File: src/rtl/semver_cfg_seq_pkg.sv
// Shared definitions for the version-check / configure / read-back sequencer:
// FSM states, error codes and the fixed slave register map.
package semver_cfg_seq_pkg;

    typedef enum logic [2:0] {
        ST_IDLE    = 3'd0,
        ST_RD_VER  = 3'd1,
        ST_CHECK   = 3'd2,
        ST_WR_CFG  = 3'd3,
        ST_RD_BACK = 3'd4,
        ST_FIN     = 3'd5
    } state_t;

    typedef logic [2:0] err_code_t;

    localparam err_code_t ERR_NONE     = 3'd0;
    localparam err_code_t ERR_BUS      = 3'd1;
    localparam err_code_t ERR_TIMEOUT  = 3'd2;
    localparam err_code_t ERR_MAJOR    = 3'd3;
    localparam err_code_t ERR_MINOR    = 3'd4;
    localparam err_code_t ERR_READBACK = 3'd5;

    // Slave word addresses (wb_adr_o is bit 2 of the byte address)
    localparam logic ADR_R1  = 1'b0;
    localparam logic ADR_VER = 1'b1;

endpackage

File: src/rtl/semver_cfg_seq_wb_single_access.sv
// One pipelined Wishbone access at a time: strobe until accepted, hold the
// cycle until ack/err, or abort once the wait counter reaches TIMEOUT.
module wb_single_access #(
    parameter logic [7:0] TIMEOUT = 8'd255
) (
    input  logic        clk_i,
    input  logic        rst_i,
    input  logic        req_i,
    input  logic        we_i,
    input  logic        adr_i,
    input  logic [31:0] dat_i,
    output logic        wb_cyc_o,
    output logic        wb_stb_o,
    output logic        wb_we_o,
    output logic        wb_adr_o,
    output logic [3:0]  wb_sel_o,
    output logic [31:0] wb_dat_o,
    input  logic        wb_ack_i,
    input  logic        wb_err_i,
    input  logic        wb_stall_i,
    input  logic [31:0] wb_dat_i,
    output logic        done_o,
    output logic        err_o,
    output logic        timeout_o,
    output logic [31:0] rdata_o
);

    logic        cyc_q, cyc_d;
    logic        stb_q, stb_d;
    logic        we_q, we_d;
    logic        adr_q, adr_d;
    logic [31:0] dat_q, dat_d;
    logic [7:0]  cnt_q, cnt_d;
    logic        resp;
    logic        tmo;

    // A response ends the access; ack together with err counts as err.
    // The timeout fires in the cycle the counter would step onto TIMEOUT,
    // so cyc is low the cycle after the counter reaches it.
    assign resp      = cyc_q & (wb_ack_i | wb_err_i);
    assign tmo       = cyc_q & ~resp & (cnt_q == (TIMEOUT - 8'd1));
    assign done_o    = resp | tmo;
    assign err_o     = cyc_q & wb_err_i;
    assign timeout_o = tmo;
    assign rdata_o   = wb_dat_i;

    assign wb_cyc_o = cyc_q;
    assign wb_stb_o = stb_q;
    assign wb_we_o  = we_q;
    assign wb_adr_o = adr_q;
    assign wb_dat_o = dat_q;
    assign wb_sel_o = stb_q ? 4'hF : 4'h0;

    // Next-state for the bus handshake and wait counter
    always_comb begin
        cyc_d = cyc_q;
        stb_d = stb_q;
        we_d  = we_q;
        adr_d = adr_q;
        dat_d = dat_q;
        cnt_d = cnt_q;
        if (cyc_q) begin
            cnt_d = cnt_q + 8'd1;
            if (stb_q && !wb_stall_i) begin
                stb_d = 1'b0;
            end
            if (resp || tmo) begin
                cyc_d = 1'b0;
                stb_d = 1'b0;
                we_d  = 1'b0;
            end
        end else if (req_i) begin
            cyc_d = 1'b1;
            stb_d = 1'b1;
            we_d  = we_i;
            adr_d = adr_i;
            dat_d = dat_i;
            cnt_d = 8'd0;
        end
    end

    // Bus state registers; reset drops cyc/stb immediately
    always_ff @(posedge clk_i or posedge rst_i) begin
        if (rst_i) begin
            cyc_q <= 1'b0;
            stb_q <= 1'b0;
            we_q  <= 1'b0;
            adr_q <= 1'b0;
            dat_q <= 32'd0;
            cnt_q <= 8'd0;
        end else begin
            cyc_q <= cyc_d;
            stb_q <= stb_d;
            we_q  <= we_d;
            adr_q <= adr_d;
            dat_q <= dat_d;
            cnt_q <= cnt_d;
        end
    end

endmodule

File: src/rtl/semver_cfg_seq.sv
// Boot-time configuration sequencer: reads the slave version word, checks
// major/minor compatibility, writes the configuration word to r1 and reads
// it back to confirm. The first error ends the sequence.
module semver_cfg_seq
    import semver_cfg_seq_pkg::*;
#(
    parameter logic [7:0] EXP_MAJOR = 8'd1,
    parameter logic [7:0] MIN_MINOR = 8'd2,
    parameter logic [7:0] TIMEOUT   = 8'd255
) (
    input  logic        clk_i,
    input  logic        rst_i,
    input  logic        start_i,
    input  logic [31:0] cfg_i,
    output logic        wb_cyc_o,
    output logic        wb_stb_o,
    output logic        wb_we_o,
    output logic [2:2]  wb_adr_o,
    output logic [3:0]  wb_sel_o,
    output logic [31:0] wb_dat_o,
    input  logic        wb_ack_i,
    input  logic        wb_err_i,
    input  logic        wb_stall_i,
    input  logic [31:0] wb_dat_i,
    output logic        busy_o,
    output logic        done_o,
    output logic        ok_o,
    output logic [2:0]  err_o,
    output logic [31:0] version_o
);

    state_t      state_q, state_d;
    logic        pend_q;
    logic        launch_q;
    logic [31:0] cfg_q;
    logic [31:0] version_q;
    err_code_t   err_q, err_d;
    logic        done_q;
    logic        ok_q;
    logic        ver_ld;
    logic        start_seq;

    logic        acc_req;
    logic        acc_we;
    logic        acc_adr;
    logic        acc_done;
    logic        acc_err;
    logic        acc_tmo;
    logic [31:0] acc_rdata;

    // Autostart after reset, or an explicit start once the sequencer is at rest
    assign start_seq = ((state_q == ST_IDLE) && (pend_q || start_i)) ||
                       ((state_q == ST_FIN) && start_i);

    assign done_o    = done_q;
    assign ok_o      = ok_q;
    assign err_o     = err_q;
    assign version_o = version_q;

    wb_single_access #(
        .TIMEOUT(TIMEOUT)
    ) u_acc (
        .clk_i     (clk_i),
        .rst_i     (rst_i),
        .req_i     (acc_req),
        .we_i      (acc_we),
        .adr_i     (acc_adr),
        .dat_i     (cfg_q),
        .wb_cyc_o  (wb_cyc_o),
        .wb_stb_o  (wb_stb_o),
        .wb_we_o   (wb_we_o),
        .wb_adr_o  (wb_adr_o),
        .wb_sel_o  (wb_sel_o),
        .wb_dat_o  (wb_dat_o),
        .wb_ack_i  (wb_ack_i),
        .wb_err_i  (wb_err_i),
        .wb_stall_i(wb_stall_i),
        .wb_dat_i  (wb_dat_i),
        .done_o    (acc_done),
        .err_o     (acc_err),
        .timeout_o (acc_tmo),
        .rdata_o   (acc_rdata)
    );

    // Error classification for the current state; first error wins
    always_comb begin
        err_d  = err_q;
        ver_ld = 1'b0;
        case (state_q)
            ST_RD_VER: begin
                if (acc_done) begin
                    if (acc_err)      err_d  = ERR_BUS;
                    else if (acc_tmo) err_d  = ERR_TIMEOUT;
                    else              ver_ld = 1'b1;
                end
            end
            ST_CHECK: begin
                if (version_q[23:16] != EXP_MAJOR)     err_d = ERR_MAJOR;
                else if (version_q[15:8] < MIN_MINOR)  err_d = ERR_MINOR;
            end
            ST_WR_CFG: begin
                if (acc_done) begin
                    if (acc_err)      err_d = ERR_BUS;
                    else if (acc_tmo) err_d = ERR_TIMEOUT;
                end
            end
            ST_RD_BACK: begin
                if (acc_done) begin
                    if (acc_err)                 err_d = ERR_BUS;
                    else if (acc_tmo)            err_d = ERR_TIMEOUT;
                    else if (acc_rdata != cfg_q) err_d = ERR_READBACK;
                end
            end
            default: ;
        endcase
    end

    // FSM state register
    always_ff @(posedge clk_i or posedge rst_i) begin
        if (rst_i) state_q <= ST_IDLE;
        else       state_q <= state_d;
    end

    // FSM next-state: walk the access chain, bail to FIN on any error
    always_comb begin
        state_d = state_q;
        case (state_q)
            ST_IDLE, ST_FIN: begin
                if (start_seq) state_d = ST_RD_VER;
            end
            ST_RD_VER: begin
                if (acc_done) state_d = (err_d == ERR_NONE) ? ST_CHECK : ST_FIN;
            end
            ST_CHECK: begin
                state_d = (err_d == ERR_NONE) ? ST_WR_CFG : ST_FIN;
            end
            ST_WR_CFG: begin
                if (acc_done) state_d = (err_d == ERR_NONE) ? ST_RD_BACK : ST_FIN;
            end
            ST_RD_BACK: begin
                if (acc_done) state_d = ST_FIN;
            end
            default: state_d = ST_IDLE;
        endcase
    end

    // FSM outputs: reads launch one cycle after entering their state (keeps
    // one idle bus cycle), the write launches straight out of a passing CHECK
    always_comb begin
        busy_o  = (state_q != ST_IDLE) && (state_q != ST_FIN);
        acc_req = launch_q || ((state_q == ST_CHECK) && (err_d == ERR_NONE));
        acc_we  = (state_q == ST_CHECK);
        acc_adr = (state_q == ST_RD_VER) ? ADR_VER : ADR_R1;
    end

    // Sequence status, latched configuration and captured version
    always_ff @(posedge clk_i or posedge rst_i) begin
        if (rst_i) begin
            pend_q    <= 1'b1;
            launch_q  <= 1'b0;
            cfg_q     <= 32'd0;
            version_q <= 32'd0;
            err_q     <= ERR_NONE;
            done_q    <= 1'b0;
            ok_q      <= 1'b0;
        end else begin
            pend_q <= 1'b0;
            if (start_seq) begin
                cfg_q    <= cfg_i;
                err_q    <= ERR_NONE;
                done_q   <= 1'b0;
                ok_q     <= 1'b0;
                launch_q <= 1'b1;
            end else begin
                launch_q <= (state_q == ST_WR_CFG) && acc_done && (err_d == ERR_NONE);
                err_q    <= err_d;
                if (ver_ld) version_q <= acc_rdata;
                if ((state_q != ST_FIN) && (state_d == ST_FIN)) begin
                    done_q <= 1'b1;
                    ok_q   <= (err_d == ERR_NONE);
                end
            end
        end
    end

endmodule

File: config.mk
export PLATFORM = sky130hd
export DESIGN_NAME = semver_cfg_seq
export DESIGN_NICKNAME = d
export VERILOG_FILES = /design/src/rtl/semver_cfg_seq_pkg.sv /design/src/rtl/semver_cfg_seq_wb_single_access.sv /design/src/rtl/semver_cfg_seq.sv
export SDC_FILE = /design/constraint.sdc
export NUM_CORES = 1
export LEC_CHECK = 0
export BUFFER_PORTS_ARGS = -buffer_cell sky130_fd_sc_hd__buf_4
export CORE_MARGIN = 2
export CORE_UTILIZATION = 39
export DETAILED_ROUTE_END_ITERATION = 7
export GPL_TIMING_DRIVEN = 1
export MAX_ROUTING_LAYER = met4
export PLACE_DENSITY_LB_ADDON = 0.08
export SYNTH_ARGS = -nofsm -noshare
export SYNTH_HDL_FRONTEND = slang
export SYNTH_SLANG_ARGS = --single-unit
File: constraint.sdc
create_clock -name clk_i -period 4.2 [get_ports clk_i]
set_clock_uncertainty 0.1 [all_clocks]
set_input_delay 0.21 -clock clk_i [delete_from_list [all_inputs] [get_ports clk_i]]
set_output_delay 0.21 -clock clk_i [all_outputs]
set_load 0.005 [all_outputs]
### Yosys cells after proc, flatten, opt, wreduce, memory -nomap -nowiden

Index checks and enable logic that the tools add are counted.

* bits in registers: 118
* input bits: 70
* output and inout bits: 78
* logic and storage cells: 103

* add/sub/neg operators: 1
* $lt $le $gt $ge: 1
* equal/unequal tests: 12
* multiplexer cells: 42
* bitwise operators: 9
* reduce and logical (&&, ||, !) cells: 24

Operators with widths (number)
* 2-to-1 mux 3 bit: 16
* inequality test 32 bit: 1
* 2-to-1 mux 1 bit: 21
* 2-to-1 mux 8 bit: 2
* one-hot mux 3 bit (5 select lines): 1
* equality test 3 bit, second input constant: 3
* one-hot mux 3 bit (3 select lines): 1
* adder 8 x 1 -> 8 bit, second input constant: 1
* equality test 8 bit, second input constant: 1
* logical AND 1 bit: 8
* < comparator 8 x 2 -> 1 bit, second input constant: 1
* inequality test 8 x 1 -> 1 bit, second input constant: 1
* AND reduction 2 bit: 4
* equality test 3 x 2 -> 1 bit, second input constant: 2
* zero test 3 bit: 2
* inequality test 3 bit, second input constant: 2
* AND 1 bit: 4
* logical OR 1 bit: 4
* 2-to-1 mux 4 bit: 1
* nonzero test 2 bit: 2
* OR reduction 2 bit: 2
* equality test 3 x 1 -> 1 bit, second input constant: 1
* inverter 1 bit: 3
* nonzero test 3 bit: 1
* other kinds (3): 4

### Longest topological paths before layout

Gate-level depths: netlist of run 1.

* depth after elaboration: 17
* gate-level depth with buffers: 10
* gate-level depth less buffers: 9

### By module

From an unflattened synthesis of run 1, not the netlist that was laid out.

* cells, all modules: 503
* area total of the unflattened synthesis: 5589.1 um2

By module, submodules not included
* semver_cfg_seq: times used 1, cells each 268, area an instance 3502.1 um2, sequential area each 1853.0 um2
* wb_single_access: times used 1, cells each 235, area an instance 2087.0 um2, sequential area each 1101.1 um2

### Worst setup path after synthesis of run 1

OpenSTA, ideal clock, no wires.

* path kind: reg2reg
* start: register u_acc.cnt_q[0]
* end: register u_acc.dat_q[10] (netlist: u_acc.wb_dat_o[10])
* setup time: 0.125 ns
* arrival time: 2.308 ns
* required time: 3.975 ns
* slack: 1.667 ns
* stages on the path, launching flop included: 11
* path buffers: 1
* period minus slack after synthesis: 2.533 ns
* cells stage by stage: dfrtp_1 inv_1 ha_1 and4b_1 nand4_1 o2111a_2 nor4_2 a41oi_4 nor2_8 buf_12 mux2_4

* longest elaborated chain between the ends: 10
* elaborated cells on any way between the ends: 14
* classes of those cells: eq/ne: 1; mux: 7; bitwise: 2; reduce/logical: 4

Ends and longest elaborated chain
* from (decl): line semver_cfg_seq_wb_single_access.sv:33 `logic [7:0] cnt_q, cnt_d;`
* from (signal assigned): line semver_cfg_seq_wb_single_access.sv:97 `cnt_q <= cnt_d;`
* equality test 8 bit *: line semver_cfg_seq_wb_single_access.sv:41 `assign tmo = cyc_q & ~resp & (cnt_q == (TIMEOUT - 8'd1));`
* AND 1 bit *: line semver_cfg_seq_wb_single_access.sv:41
* 2-to-1 mux 3 bit (on tied branches): line semver_cfg_seq.sv:110, semver_cfg_seq.sv:93, semver_cfg_seq.sv:104
* 2-to-1 mux 3 bit (on tied branches): line semver_cfg_seq.sv:109, semver_cfg_seq.sv:103
* 2-to-1 mux 3 bit (on tied branches): line semver_cfg_seq.sv:108, semver_cfg_seq.sv:91
* one-hot mux 3 bit (3 select lines) *: line semver_cfg_seq.sv:89 `case (state_q)`
* zero test 3 bit *: line semver_cfg_seq.sv:151 `acc_req = launch_q || ((state_q == ST_CHECK) && (err_d == ERR_NONE));`
* logical AND 1 bit *: line semver_cfg_seq.sv:151
* logical OR 1 bit *: line semver_cfg_seq.sv:151
* AND reduction 2 bit (no line) *
* to (signal assigned): line semver_cfg_seq_wb_single_access.sv:96 `dat_q <= dat_d;`
* to (decl): line semver_cfg_seq_wb_single_access.sv:32 `logic [31:0] dat_q, dat_d;`

Every way passes the cells marked *; elsewhere a longest branch is shown, timed or not.
A chain may end at the register's enable or synchronous reset.

### Final worst setup path of run 1

* start: register u_acc.cnt_q[0]
* end: register u_acc.dat_q[15] (netlist: u_acc.wb_dat_o[15])

Same word-level chain as after synthesis.

==> flow_summary.json, run 1 <==
{
  "syn_area_um2": 5480,
  "dr_total_vias": 3972,
  "min_delay_worst_endpoint": "state_q[2]",
  "htree_levels": 4,
  "seq_area_frac_synth_pct": 53.9,
  "critPathRequiredTime_ns": 4.39,
  "r2r_setup_slack_ns": 1.00,
  "cp_num_cells": 10,
  "p_leak_nw": 3.55,
  "wirelength_um": 14500,
  "cp-start-kind": "flip-flop",
  "port_buffers": 147,
  "crit_path_end_kind": "flip-flop",
  "fin_setup_tns_ns": 0,
  "antenna_found_initial": 0,
  "cts_tree": "built",
  "dp_slack_ns": 1.02,
  "grt_use_total_pct": 21.2,
  "ys_ff_latch": 118,
  "dieArea_um2": 15000,
  "root_buffer": "clkbuf_16",
  "status": "finished, final reports clean",
  "area_growth_pct": 45.2,
  "setup_ws_ns": 1.00,
  "final_nets": 684,
  "final_layout_size_suffix_gt1_share_pct": 48.2,
  "worstPathMaxFanout": 19,
  "crit_slowest_cell": "nor2_8",
  "cts_buffer_depth": 2,
  "drv_slew": 0,
  "clk_pin_slew_ns": 0.05,
  "slew_headroom_pct": 41.9,
  "fill_cells": 1178,
  "peakVddDrop_v": 0.000366,
  "holdPathStages": 4,
  "grt_overflow": 0,
  "tightest_slew_ns": 0.872,
  "drc": 0,
  "utilization_pct": 57.6,
  "crit_chain": "inv_1 > ha_1 > and4b_1 > nand4_1 > o2111a_2 > nor4_2 > a41oi_4 > nor2_8 > buf_12 > mux2_4",
  "initial_utilization_pct": 39.7,
  "synthArstFlopShare_pct": 100,
  "clock.fmax_mhz": 313,
  "hold_class": "in2reg",
  "setup_viol": 0,
  "dieHeight_um": 123,
  "yosysUniqueCellTypes": 58,
  "place_area_um2": 6740,
  "insertion_delay_ns": 0.41,
  "syn_area_per_cell_um2": 14.0,
  "min_period_over_period_pct": 76.1,
  "drt-initial-drc-count": 166,
  "core-area_um2": 13800,
  "r2r-start": "u_acc.cnt_q[0]",
  "grt_pass1_vias": 4260,
  "cts_setup_buffers": 0,
  "min_from": "start_i",
  "cpPeakStageDelay_ns": 0.45,
  "grt_max_degree": 69,
  "ant_nets": 0,
  "synth_ff_type": "dfrtp_1",
  "crit_arrival_ns": 3.38,
  "diodes": 0,
  "rsz0062_at_grt": "no",
  "fin_crit_ns": 3.20,
  "clkSinkCount": 118,
  "crit_family": "simple AND/OR/NAND/NOR gates",
  "worstRegToRegCells": 10,
  "grt_first_pass_wirelength_um": 23000,
  "reg2reg_to": "u_acc.wb_dat_o[15]",
  "path_class": "reg2reg",
  "first_pass_iters": 4,
  "crit_buf_inv": 2,
  "cellPowerDensity_nw_per_um2": 722,
  "syn-instance-count": 392,
  "post_cts_resize_count": 0,
  "hold_viol": 0,
  "syn_nets": 464,
  "rows": 43,
  "synth_enable_flop_cells": 0,
  "wire_per_inst_um": 18.1,
  "vias_per_cell": 4.93,
  "cts.hold.buffers_added": 66,
  "numCtsBuffers": 17,
  "io_pins": 148,
  "stdcell_area_um2": 7960,
  "hpwl_um": 10300,
  "die_w_um": 123,
  "gp_congestion": 0.875,
  "drv_cap": 0,
  "ys_warn_count": 0
}
-- report_power, final --
| part | total, mW | switching [mW] | internal (mW) | leakage, nW |
|---|---|---|---|---|
| sequential | 2.14 | 0.459 | 1.68 | 1.43 |
| clock | 1.38 | 0.500 | 0.883 | 0.267 |
| combinational | 2.22 | 0.847 | 1.38 | 1.86 |
-- stage by stage --
step                total power [mW]  hold slack (ns)  cells
floorplan                       3.39            0.257    392
global placement                4.33            0.343    707
detailed placement              4.36            0.347    707
CTS                             5.82           0.0502    805
global route                    6.09            0.114    805
finish                          5.75           0.0683    805
-- state kept, by name (all words and copies together) (netlist names) --
name	count
cfg_q	32
u_acc.wb_dat_o	32
version_o	32
u_acc.cnt_q	8
err_o	3
state_q	3
done_o	1
launch_q	1
ok_o	1
pend_q	1
u_acc.wb_adr_o	1
u_acc.wb_cyc_o	1
u_acc.wb_stb_o	1
u_acc.wb_we_o	1
-- worst max-delay path by stage --
| stage | start | to |
|---|---|---|
| floorplan | rst_i | cfg_q[0] |
| global placement | state_q[1] | u_acc.wb_dat_o[19] |
| detailed placement | state_q[1] | u_acc.wb_dat_o[20] |
| CTS | u_acc.cnt_q[0] | u_acc.wb_dat_o[13] |
| global route | u_acc.cnt_q[0] | u_acc.wb_dat_o[15] |
| finish | u_acc.cnt_q[0] | u_acc.wb_dat_o[15] |
-- logic make-up after synthesis --
logic type | Yosys count | share of synthesized area, %
flops | 118 | 53.9
mux | 100 | 22.4
simple gates | 69 | 8.30
compound gates | 46 | 6.59
xor+xnor | 32 | 5.11
buf+inv | 24 | 3.22
fa+ha+maj | 2 | 0.456
other cells | 1 | 0.0684
-- worst reg2reg max path, cell delays in order, from the launching register on --
cell and delay, ns:
dfrtp_1 0.41, inv_1 0.07, ha_1 0.14, and4b_1 0.19, nand4_1 0.25, o2111a_2 0.36
nor4_2 0.33, a41oi_4 0.21, nor2_8 0.46, buf_12 0.25, mux2_4 0.31
-- routing by layer --
layer | vias to the layer above | share of wire, % | GRT usage (%)
met4 | 0 | 1.8 | 6.90
met2 | 95 | 49 | 33.0
met5 | - | 0 | -
met1 | 2005 | 45 | 26.9
li1 | 1860 | - | -
met3 | 12 | 4.4 | 5.76
-- cells in the mapped netlist (4+ instances only) --
library cell | count | share of area, %
nor2_1 | 10 | 0.68
mux2_2 | 69 | 14
dfrtp_1 | 117 | 53
inv_1 | 4 | 0.27
nand2b_1 | 5 | 0.57
a21oi_1 | 8 | 0.73
o21ai_0 | 14 | 1.3
buf_4 | 5 | 0.68
clkbuf_1 | 8 | 0.55
nor4_1 | 4 | 0.46
xnor2_1 | 32 | 5.1
nand2_1 | 9 | 0.62
nand4_1 | 13 | 1.5
mux2_4 | 28 | 7.7
-- cell usage in the layout, fill, tap and decap left out, types with 4 or more instances in the layout --
master / count
nor2_1: 10
dlygate4sd3_1: 66
nand4_1: 13
a21oi_1: 7
o21ai_0: 14
clkinv_2: 4
nand2_1: 9
mux2_4: 28
clkbuf_1: 5
mux2_2: 69
nand2b_1: 5
buf_4: 153
clkbuf_16: 17
dfrtp_1: 117
xnor2_1: 32
-- layout make-up --
class	instances	area (um2)	area share [%]
clock inverters	9	103	1.29
repair buffers	220	1830	23.0
multi-input cells	250	2370	29.8
flip-flops and latches	118	2950	37.1
well taps	180	225	2.83
clock buffers	23	458	5.75
inverters	5	23.8	0.299
(Power assumes the default switching activity.)
==> run 2: changes to the inputs <==
Clock period 4.2 ns to 3.09 ns, I/O delays scaled along.
==> run 2 against run 1 <==
Global-route usage increased by 0.52 points. Combinational power rose by 39%. Fmax is 9.3% higher. Register-to-register slack got worse by 0.84 ns. Core utilization is 0.51 points higher. Design area is 0.88% higher. Sequential share of layout area decreased by 0.32 points. Critical path type unchanged. Highest routed layer unchanged.
==> flow_summary.json, run 2 (same netlist as run 1, synthesis figures left out) <==
{
  "status": "finished, final reports clean",
  "worstRegToRegCells": 8,
  "dieHeight_um": 123,
  "grt_overflow": 0,
  "cellPowerDensity_nw_per_um2": 981,
  "cp-start-kind": "flip-flop",
  "final_cell_mix": "buf_4 (156), dfrtp_1 (117), mux2_2 (69)",
  "rsz0062_at_grt": "no",
  "drv_cap": 0,
  "numCtsBuffers": 17,
  "dr_total_vias": 4015,
  "fin_setup_tns_ns": 0,
  "dieArea_um2": 15000,
  "power.share.clock_pct": 24.2,
  "crit_arrival_ns": 3.12,
  "tightest_slew_ns": 0.916,
  "dp.cells": 712,
  "die_w_um": 123,
  "drc": 0,
  "drv_slew": 0,
  "cts_buffer_depth": 2,
  "clk_pin_slew_ns": 0.05,
  "wire_per_inst_um": 18.4,
  "diodes": 0,
  "setup_viol": 0,
  "grt_max_degree": 41,
  "crit_slowest_cell": "nor4_2",
  "port_buffers": 147,
  "clock.fmax_mhz": 342,
  "p_sw_share_pct": 31.5,
  "p_leak_nw": 3.59,
  "cts_setup_buffers": 0,
  "critPathLaunch": "version_o[21]",
  "first_pass_iters": 4,
  "core-area_um2": 13800,
  "final_nets": 689,
  "holdPathStages": 4,
  "clkSinkCount": 118,
  "insertion_delay_ns": 0.41,
  "r2r_setup_slack_ns": 0.17,
  "endpoint": "u_acc.wb_dat_o[27]",
  "crit_chain": "nor4_2 > nand4_1 > or4_4 > o221ai_2 > a41oi_4 > nor2_8 > buf_12 > mux2_2",
  "p_int_mw": 5.40,
  "post_cts_resize_count": 0,
  "worstPathMaxFanout": 13,
  "vias_per_cell": 4.96,
  "rows": 43,
  "initial_utilization_pct": 39.7,
  "hpwl_um": 10500,
  "hold_class": "in2reg",
  "seq_power_share_pct": 36.8,
  "fill_cells": 1141,
  "fin_crit_ns": 2.92,
  "path_class": "reg2reg",
  "peakVddDrop_v": 0.000467,
  "hold_viol": 0,
  "io_pins": 148,
  "grt_pass1_vias": 4281,
  "drt-initial-drc-count": 264,
  "reg2reg_to": "u_acc.wb_dat_o[27]",
  "final_common_cell": "buf_4",
  "root_buffer": "clkbuf_16",
  "cts_tree": "built",
  "critPathRequiredTime_ns": 3.28,
  "antenna_found_initial": 0,
  "combinationalPowerShare_pct": 39.0,
  "wirelength_um": 14900,
  "gp_congestion": 0.866,
  "ant_nets": 0,
  "grt_use_total_pct": 21.7,
  "htree_levels": 4,
  "cpPeakStageDelay_ns": 0.48,
  "grt_first_pass_wirelength_um": 23500,
  "crit_path_end_kind": "flip-flop",
  "area_growth_pct": 46.5,
  "switching_power_mw": 2.49,
  "min_period_over_period_pct": 94.6,
  "r2r-start": "version_o[21]",
  "slew_headroom_pct": 38.8,
  "final_layout_size_suffix_gt1_share_pct": 48.8,
  "final_cells": 809
}
run 2: how the worst min path moves through the flow:
stage | start | to | slack (ns)
2_1_floorplan | wb_stall_i | u_acc.wb_stb_o | 0.20
3_3_place_gp | cfg_i[24] | cfg_q[24] | 0.29
3_5_place_dp | cfg_i[0] | cfg_q[0] | 0.29
4_1_cts | start_i | state_q[2] | 0.04
5_1_grt | start_i | state_q[2] | 0.07
6_report | start_i | state_q[2] | 0.05
run 2: final cells by class:
| type | count | area, um2 | area share [%] |
|---|---|---|---|
| sequential | 118 | 2950 | 36.8 |
| multi-input combinational | 250 | 2370 | 29.5 |
| timing repair buffer | 225 | 1890 | 23.5 |
| clock buffer | 22 | 464 | 5.78 |
| tap | 180 | 225 | 2.80 |
| clock inverter | 9 | 103 | 1.28 |
| inverter | 5 | 25.0 | 0.311 |
run 2: timing repair:
| item | in CTS | in global routing |
|---|---|---|
| hold buffers | 66 | 0 |
| endpoints found under the setup margin | 0 | 0 |
| hold endpoints to repair | 100 | 0 |
run 2: through the flow:
step	power (mW)	hold slack, ns	worst slack [ns]	util [%]	area, um2
global placement	5.89	0.288	0.278	49.2	6810
floorplan	4.61	0.201	0.557	-	5490
global route	8.37	0.0682	0.0672	58.1	8030
detailed placement	5.96	0.292	0.188	49.2	6810
finish	7.88	0.0502	0.166	58.1	8030
CTS	7.97	0.0390	0.178	58.1	8030
run 2: critical path: cells and delay by family (launching register included):
kind,cells,cell delay (ns)
and+or+nand+nor,4,1.39
DFF,1,0.40
AOI/OAI and AO/OA,2,0.35
muxes,1,0.35
buffers and inverters,1,0.20
run 2: power by group through the flow:
stage	combinational, mW	clock, mW	sequential (mW)
4_1_cts	3.12	1.94	2.91
3_3_place_gp	3.00	0	2.89
2_1_floorplan	1.81	0	2.80
3_5_place_dp	3.05	0	2.91
6_report	3.08	1.91	2.90
5_1_grt	3.33	2.02	3.02
run 2: metal layers:
layer / global-route usage [%] / vias to the layer above / part of all wire, %
li1: - / 1865 / -
met1: 25.9 / 2013 / 42
met2: 35.5 / 117 / 51
met3: 6.37 / 20 / 4.4
met4: 6.97 / 0 / 2.3
met5: - / - / 0
==> run 3: changes to the inputs <==
Settings changed: ABC_AREA set to 1.
==> run 3 against run 2 <==
Non-clock buffer count is 5 lower. Via count is 18% higher. Highest routed layer unchanged. Critical path type unchanged. Power is 2.0% higher. Sequential power is 3% lower. Cell count is 26% higher. Largest power group unchanged. Clock-buffer cell count is 1 lower. Synthesized cell count is 55% higher. Critical endpoint is now u_acc.wb_dat_o[17]. Largest cell class unchanged. Clock power is 4% higher.
==> flow_summary.json, run 3 <==
{
  "status": "finished, final reports clean",
  "numCtsBuffers": 17,
  "p_sw_share_pct": 36.8,
  "crit_path_end_kind": "flip-flop",
  "synthAdderAreaFrac_pct": 0.446,
  "synth_top_family_by_area": "simple AND/OR/NAND/NOR gates",
  "utilization_pct": 58.2,
  "grt_use_total_pct": 20.7,
  "peakVddDrop_v": 0.000526,
  "rsz0062_at_grt": "no",
  "gp_congestion": 0.863,
  "rows": 43,
  "ys_ff_latch": 118,
  "setup_ws_ns": 0.450,
  "synth_compound_area_share_pct": 10.5,
  "synthArstFlopShare_pct": 100,
  "wire_per_inst_um": 14.5,
  "cts_tree": "built",
  "syn_nets": 681,
  "p_leak_nw": 4.04,
  "initial_utilization_pct": 40.1,
  "drt-initial-drc-count": 265,
  "syn-instance-count": 609,
  "combinationalPowerShare_pct": 40.6,
  "port_buffers": 147,
  "tightest_slew_ns": 0.855,
  "grt_overflow": 0,
  "die_w_um": 124,
  "fin_hold_ws_ns": 0.175,
  "total_power_mw": 8.04,
  "first_pass_iters": 5,
  "reg2reg_to": "u_acc.wb_dat_o[17]",
  "cts_buffer_depth": 2,
  "ys_top_cells_by_count": "nand2_1 (137), dfrtp_1 (117), inv_1 (65), o21ai_0 (48), nor2_1 (40)",
  "io_pins": 148,
  "fin_setup_tns_ns": 0,
  "clk_pin_slew_ns": 0.05,
  "grt_pass1_vias": 4729,
  "crit_arrival_ns": 2.84,
  "dp_slack_ns": 0.468,
  "diodes": 0,
  "synth_ff_type": "dfrtp_1",
  "dieHeight_um": 124,
  "synth_area_leaders": "dfrtp_1 (52%), nand2_1 (9.2%), o21ai_2 (5.0%)",
  "grt_max_degree": 67,
  "wirelength_um": 14800,
  "slew_headroom_pct": 43.0,
  "htree_levels": 4,
  "setup_viol": 0,
  "ys_warn_count": 0,
  "drc": 0,
  "ant_nets": 0,
  "yosys.area.top_type": "dfrtp_1",
  "drv_cap": 0,
  "hpwl_um": 10200,
  "vias_per_cell": 4.65,
  "synth_xor_area_share_pct": 3.75,
  "power.share.clock_pct": 24.6,
  "cts_setup_buffers": 0,
  "endpoint": "u_acc.wb_dat_o[17]",
  "yosysTopAreaCellShare_pct": 52.2,
  "dr_total_vias": 4729,
  "worstPathMaxFanout": 32,
  "dieArea_um2": 15400,
  "path_class": "reg2reg",
  "final_common_cell": "buf_4",
  "cts.hold.buffers_added": 66,
  "seq_area_frac_synth_pct": 52.6,
  "post_cts_resize_count": 0,
  "cp-start-kind": "flip-flop",
  "seq_power_share_pct": 34.8,
  "clkSinkCount": 118,
  "core-area_um2": 14000,
  "grt_first_pass_wirelength_um": 23500,
  "syn_area_per_cell_um2": 9.21,
  "critPathRequiredTime_ns": 3.29,
  "synth_enable_flop_cells": 0,
  "root_buffer": "clkbuf_16",
  "antenna_found_initial": 0,
  "synthMuxAreaShare_pct": 4.21,
  "worstRegToRegCells": 16,
  "cellPowerDensity_nw_per_um2": 988,
  "p_int_mw": 5.08,
  "critPathLaunch": "u_acc.wb_cyc_o",
  "fin_crit_ns": 2.64,
  "area_growth_pct": 45.0,
  "r2r-start": "u_acc.wb_cyc_o",
  "clock.fmax_mhz": 379,
  "syn_area_um2": 5610,
  "insertion_delay_ns": 0.41,
  "drv_slew": 0,
  "yosysUniqueCellTypes": 34,
  "final_cell_mix": "buf_4 (152), nand2_1 (136), dfrtp_1 (117)",
  "hold_viol": 0,
  "switching_power_mw": 2.96,
  "final_nets": 897,
  "r2r_setup_slack_ns": 0.45,
  "min_period_over_period_pct": 85.4,
  "hold_class": "in2reg",
  "synth_most_common_cell": "nand2_1",
  "final_layout_size_suffix_gt1_share_pct": 36.4,
  "yosys.area_share.simple_pct": 20.4
}
run 3: power groups by stage:
stage	registers, mW	clock network, mW	logic [mW]
6_report	2.80	1.98	3.26
5_1_grt	2.89	2.09	3.68
4_1_cts	2.80	2.02	3.31
3_5_place_dp	2.82	0	3.22
3_3_place_gp	2.80	0	3.15
2_1_floorplan	2.73	0	2.02
run 3: worst min path at each step:
stage	cells after the start	from	slack, ns	endpoint
3_5_place_dp	3	cfg_i[1]	0.27	cfg_q[1]
5_1_grt	6	wb_err_i	0.19	err_o[2]
6_report	6	wb_err_i	0.17	err_o[2]
3_3_place_gp	3	cfg_i[13]	0.26	cfg_q[13]
4_1_cts	6	wb_err_i	0.14	err_o[2]
2_1_floorplan	2	cfg_i[0]	0.18	cfg_q[0]
run 3: area by class of cell:
type                            count  area, um2
Clock buffer                       21        480
Clock inverter                     11        124
Multi-Input combinational cell    392       2220
Fill cell                        1279       5850
Tap cell                          180        225
Sequential cell                   118       2950
Timing Repair Buffer              220       1840
Inverter                           76        289
run 3: logic make-up (layout without fill, tap and decap cells):
kind of cell | after synthesis | count (layout)
and+or+nand+nor | 252 | 252
DFF | 118 | 118
buffers and inverters | 99 | 328
AOI/OAI and AO/OA | 92 | 92
xor gates and xnor gates | 24 | 24
muxes | 21 | 21
adders and majority gates | 2 | 2
other | 1 | 1
run 3: metrics by stage:
stage               cells  instance area, um2
CTS                  1018                8140
floorplan             609                5620
global placement      920                6870
global route         1018                8140
finish               1018                8140
detailed placement    920                6870
run 3: routing by layer:
metal	global-route usage [%]	vias up	part of all wire (%)
li1	-	2344	-
met1	26.7	2233	44
met2	32.6	139	49
met3	5.17	13	5.2
met4	5.90	0	1.3
met5	-	-	0
run 3: critical path, stage by stage, from the launching register on:
cell,delay (ns)
dfrtp_1,0.58
nand2_2,0.15
nor3_2,0.19
nand2_2,0.11
nand2_1,0.10
nor2_1,0.05
o21ai_1,0.12
nand3_1,0.12
nor2_2,0.13
nand2_2,0.09
inv_2,0.08
nand2_4,0.05
nand2_4,0.07
nand2_4,0.18
buf_12,0.26
nand2_2,0.08
o21ai_2,0.05
